[src/rtl/div_ctrl.sv]
// Iterative 32-bit DIV/DIVU unit that stalls the pipeline until a {HI, LO} result is ready.
// Latency: ready_o pulses 33 cycles after launch, or 2 cycles after launch when the divisor is zero.
// Backpressure: stall_o holds the pipeline for the whole operation; cancel aborts it, and start is ignored in DONE.
//
// Ports:
//   clk, rst    rising-edge clock, synchronous active-high reset
//   start       EX stage holds a divide; operands valid (held high while stalled)
//   signed_div  1 = DIV (two's complement), 0 = DIVU
//   opa, opb    dividend / divisor, latched at launch
//   cancel      pipeline flush, aborts any division in progress
//   stall_o     combinational freeze request for IF/ID/EX
//   ready_o     registered one-cycle pulse, result_o valid
//   result_o    registered {HI = remainder, LO = quotient}

module div_ctrl (
    input  logic        clk,
    input  logic        rst,
    input  logic        start,
    input  logic        signed_div,
    input  logic [31:0] opa,
    input  logic [31:0] opb,
    input  logic        cancel,
    output logic        stall_o,
    output logic        ready_o,
    output logic [63:0] result_o
);

    typedef enum logic [1:0] {
        IDLE = 2'd0,
        RUN  = 2'd1,
        ZERO = 2'd2,
        DONE = 2'd3
    } state_t;

    state_t      state;
    logic [4:0]  cnt;      // iteration index, 0..31
    logic [31:0] rem;      // partial remainder between steps
    logic [31:0] quo;      // dividend bits shifting out / quotient bits shifting in
    logic [31:0] dvsr;     // divisor magnitude
    logic        q_neg;    // negate quotient at the end
    logic        r_neg;    // negate remainder at the end

    // Operand magnitudes; unsigned operands pass straight through.
    logic [31:0] mag_a;
    logic [31:0] mag_b;

    always_comb begin
        mag_a = opa;
        mag_b = opb;
        if (signed_div && opa[31]) begin
            mag_a = ~opa + 32'd1;
        end
        if (signed_div && opb[31]) begin
            mag_b = ~opb + 32'd1;
        end
    end

    // One restoring shift-subtract step. The shifted partial remainder is
    // 33 bits wide. Because it is always below 2*dvsr, bit 32 of the 33-bit
    // difference is set exactly when the subtraction would go negative, so
    // it doubles as the "restore" flag.
    logic [32:0] shifted;
    logic [32:0] diff;
    logic        take;
    logic [31:0] step_rem;
    logic [31:0] step_quo;

    always_comb begin
        shifted  = {rem, quo[31]};
        diff     = shifted - {1'b0, dvsr};
        take     = ~diff[32];
        step_rem = take ? diff[31:0] : shifted[31:0];
        step_quo = {quo[30:0], take};
    end

    // Sign fix-up applied on the final step, on its way into result_o.
    // The 32-bit wrap makes 0x80000000 / -1 come out as 0x80000000.
    logic [31:0] fix_q;
    logic [31:0] fix_r;

    always_comb begin
        fix_q = q_neg ? (~step_quo + 32'd1) : step_quo;
        fix_r = r_neg ? (~step_rem + 32'd1) : step_rem;
    end

    // The freeze request is combinational, so a flush releases the pipeline
    // in the same cycle. It stays low in DONE so the result moves on.
    always_comb begin
        stall_o = ~cancel & (((state == IDLE) & start) | (state == RUN) | (state == ZERO));
    end

    always_ff @(posedge clk) begin
        if (rst) begin
            state    <= IDLE;
            cnt      <= 5'd0;
            ready_o  <= 1'b0;
            result_o <= 64'h0;
            rem      <= 32'd0;
            quo      <= 32'd0;
            dvsr     <= 32'd0;
            q_neg    <= 1'b0;
            r_neg    <= 1'b0;
        end else begin
            // ready_o is a pulse: only the transition into DONE raises it.
            ready_o <= 1'b0;
            case (state)
                IDLE: begin
                    if (start && !cancel) begin
                        q_neg <= signed_div & (opa[31] ^ opb[31]);
                        r_neg <= signed_div & opa[31];
                        dvsr  <= mag_b;
                        rem   <= 32'd0;
                        cnt   <= 5'd0;
                        if (opb == 32'd0) begin
                            // Keep the raw dividend: it becomes HI untouched.
                            quo   <= opa;
                            state <= ZERO;
                        end else begin
                            quo   <= mag_a;
                            state <= RUN;
                        end
                    end
                end
                RUN: begin
                    if (cancel) begin
                        cnt   <= 5'd0;
                        state <= IDLE;
                    end else begin
                        rem <= step_rem;
                        quo <= step_quo;
                        cnt <= cnt + 5'd1;
                        if (cnt == 5'd31) begin
                            state    <= DONE;
                            ready_o  <= 1'b1;
                            result_o <= {fix_r, fix_q};
                        end
                    end
                end
                ZERO: begin
                    if (cancel) begin
                        state <= IDLE;
                    end else begin
                        state    <= DONE;
                        ready_o  <= 1'b1;
                        result_o <= {quo, 32'hFFFF_FFFF};
                    end
                end
                DONE: begin
                    // Result is committed; start and cancel are both ignored here.
                    state <= IDLE;
                end
                default: begin
                    state <= IDLE;
                end
            endcase
        end
    end

endmodule

[config.mk]
export PLATFORM = sky130hd
export DESIGN_NAME = div_ctrl
export DESIGN_NICKNAME = d
export VERILOG_FILES = /design/src/rtl/div_ctrl.sv
export SDC_FILE = /design/constraint.sdc
export NUM_CORES = 1
export LEC_CHECK = 0
export ABC_CLOCK_PERIOD_IN_PS = 12160
export BUFFER_PORTS_ARGS = -buffer_cell sky130_fd_sc_hd__buf_2
export CAP_MARGIN = 20
export CORE_ASPECT_RATIO = 1.1
export CORE_UTILIZATION = 25
export CTS_BUF_LIST = sky130_fd_sc_hd__clkbuf_16
export DETAILED_ROUTE_END_ITERATION = 8
export PLACE_DENSITY = 0.51
export SYNTH_ARGS = -nofsm -noshare
export SYNTH_HDL_FRONTEND = slang
export SYNTH_SLANG_ARGS = --single-unit
[constraint.sdc]
create_clock -name clk -period 12.16 [get_ports clk]
set_input_delay 1.216 -clock clk [delete_from_list [all_inputs] [get_ports clk]]
set_output_delay 1.216 -clock clk [all_outputs]
set_load 0.05 [all_outputs]
==> results.toml <==
[min_path]
hp-class = "register to register"
hp-start = "dvsr[22]"
hold_path_depth = 2
holdPathEnd = "dvsr[22]"

[sta]
tns_ns = 0
rsz0062_at_grt = "false"
setup_violations = 0
slew_viol_final = 0
max_freq_mhz = 148
worst_slew_pin_slew_ns = 0.950
max_slew_margin_pct = 36.7
final-hold-violation-count = 0
post-route-period-util_pct = 55.6
finalClockSkew_ns = 0.0137
fin_crit_ns = 6.77

[global_route]
grt-ovfl-total = 0
grt_first_pass_wirelength_um = 66600
grt_usage_pct = 17.1
grt_max_degree = 81
grt_pass1_vias = 11300
antenna_found_initial = 0

[logic_synthesis]
synth-async-reset-ratio_pct = 0
yosys.area.top_type_share_pct = 27.7
synth_nets = 1788
synth_area_leaders = "dfxtp_1, nand2_1, nor2_1"
synthFlopType = "dfxtp_1"
synth.avg_cell_area_um2 = 7.34
synth-seq-cells = 170
synth_warnings = 0
synth_cell_types = 84
synth-seq-area-share_pct = 27.7
synth-edff-count = 0
yosys.area.top_type = "dfxtp_1"
postSynthCellCount = 1677
syn_area_um2 = 12300

[routing]
wl_um = 43500
first_iter_violations = 950
drt-vias-per-instance = 5.17
dr.pass1.iters = 5
drc = 0
vias = 12400
antenna_left = 0
wl_per_cell_um = 18.2

[pwr]
p_per_area_nw_per_um2 = 192
ir_drop_mv = 0.0975
total_power_uw = 2700
p_leak_uw = 0.00533

[worst_setup_path]
reg2reg_to = "result_o[62]"
rr_worst_depth = 23
path_cells = "inv_1, ha_1, inv_1, fa_1, a211oi_1, o21ai_1, a211oi_2, o2111ai_1, and3_1, nor2_4, buf_4, inv_2, buf_4, a21oi_1, ha_1, inv_1, or4_4, nor4_4, a41oi_2, or3_4, o31ai_1, xor2_1, o22ai_1"
worst_ep_arrival_time_ns = 7.08
max_stage_delay_ns = 0.56
cp_top_family = "compound AO/OA/AOI/OAI gates"
slowest_stage = "or4_4"
ff2ff_setup_slack_ns = 5.39
critical_path_buf_inv_count = 6
end_kind = "register"
r2r-start = "quo[31]"
cp_max_fo = 49
crit_path_start_kind = "register"
crit_top_cell = "inv_1"
cp.required_ns = 12.47
worstSetupPathType = "register to register"

[flow_run]
cap_violations = 0

[place]
io_buffers = 134
hpwl_um = 33300
routabilityCongestion = 0.875

[clock_tree]
cts_tree = "yes"
cts_root_buffer = "clkbuf_16"
ctsHoldBuffers = 0
cts_buffer_depth = 2
cts_sinks = 170
postCtsResizedCells = 0
cts_setup_buffers = 0
h-tree-depth = 4
clkLatencyLatePin_ns = 0.46
cts_buffers = 17
clk_pin_slew_ns = 0.08

[die]
io_pins = 135
die_x_um = 214
num_rows = 84
start_util_pct = 25.6
die_h_um = 235
core_um2 = 48100
fp.dieArea_um2 = 50100

[run_status]
outcome = "completed"

[layout]
fin_nets = 1844
synthToLayoutAreaGrowth_pct = 14.4
multi_input_area_um2 = 8250
n_fill_cell = 5350
ff_latch_area_um2 = 3400
drive_gt1_share_pct = 12.5
n_antenna_cell = 0
## registers in the layout, indices dropped and copies added, names as in the netlist
name,count
cnt,5
ready_o,1
result_o,64
dvsr,32
r_neg,1
rem,32
q_neg,1
quo,32
state,2
## cell usage after synthesis, types with 28 or more instances
cell type	count
nand2_1	212
nor2_1	194
dfxtp_1	170
a21oi_1	128
o21ai_0	101
clkbuf_1	97
a211oi_1	77
xor2_1	74
xnor2_1	56
inv_1	54
ha_1	41
nor3_1	41
nand3_1	33
mux2i_1	32
or3_1	32
o31ai_1	28
## worst register-to-register path, stage by stage (launching register included)
cell and delay, ns:
dfxtp_1 0.38, inv_1 0.10, ha_1 0.17, inv_1 0.05
fa_1 0.41, a211oi_1 0.48, o21ai_1 0.29, a211oi_2 0.44
o2111ai_1 0.29, and3_1 0.32, nor2_4 0.11, buf_4 0.54
inv_2 0.06, buf_4 0.27, a21oi_1 0.31, ha_1 0.27
inv_1 0.10, or4_4 0.56, nor4_4 0.34, a41oi_2 0.21
or3_4 0.43, o31ai_1 0.26, xor2_1 0.18, o22ai_1 0.08
## area by class of cell
| type | instances | area share, % |
|---|---|---|
| clock inverter | 15 | 1.16 |
| tap | 645 | 5.73 |
| clock buffer | 17 | 3.02 |
| multi-input combinational | 1338 | 58.6 |
| timing repair buffer | 150 | 5.78 |
| inverter | 56 | 1.49 |
| sequential | 170 | 24.2 |
## cell usage in the layout (no fill, tap or decap), drive strengths merged, types with 41 or more instances in the layout
master	instances
xor2	74
nor2	195
a211oi	79
nand2	212
xnor2	56
ha	41
inv	62
dfxtp	170
a21oi	129
buf	150
o21ai	104
nor3	41
## where the power goes
group	switching, µW	total, µW	internal [µW]
logic	955	1390	434
clock network	271	562	291
registers	109	753	644
## through the flow
stage               setup slack, ns  area (µm²)  utilization, %  hold slack (ns)  instances
global route                   4.74       14100            29.2            0.480       2391
global placement               5.67       13500            28.0            0.442       2358
CTS                            5.43       14000            29.2            0.460       2390
finish                         5.39       14100            29.2            0.457       2391
detailed placement             5.46       13500            28.0            0.450       2358
floorplan                      6.54       12300               -            0.432       1677
## worst max-delay path by stage
stage                        from           end  depth (start not counted)
after floorplan           quo[31]  result_o[62]                         24
after global placement    quo[31]  result_o[62]                         23
after detailed placement  quo[31]  result_o[62]                         23
after CTS                 quo[31]  result_o[62]                         23
after global routing      quo[31]  result_o[62]                         23
final                     quo[31]  result_o[62]                         23
## logic make-up after synthesis
kind of cell / after synthesis / share of synthesized area, %
and+or+nand+nor: 632 / 23.8
AOI/OAI and AO/OA: 498 / 26.4
DFF: 170 / 27.7
buffers and inverters: 169 / 5.50
xor gates and xnor gates: 130 / 9.25
adders and majority gates: 42 / 4.33
muxes: 36 / 2.97
## metal layers
| layer | part of all wire, % | global-route usage, % | wire length, µm | vias to the layer above |
|---|---|---|---|---|
| li1 | - | - | - | 6152 |
| met5 | 0 | 0 | 0 | - |
| met2 | 44 | 26.2 | 19300 | 336 |
| met3 | 4.4 | 2.29 | 1900 | 34 |
| met1 | 50 | 24.9 | 21600 | 5839 |
| met4 | 1.8 | 4.57 | 770 | 0 |
No activity file was read; power rests on OpenSTA's default activity.
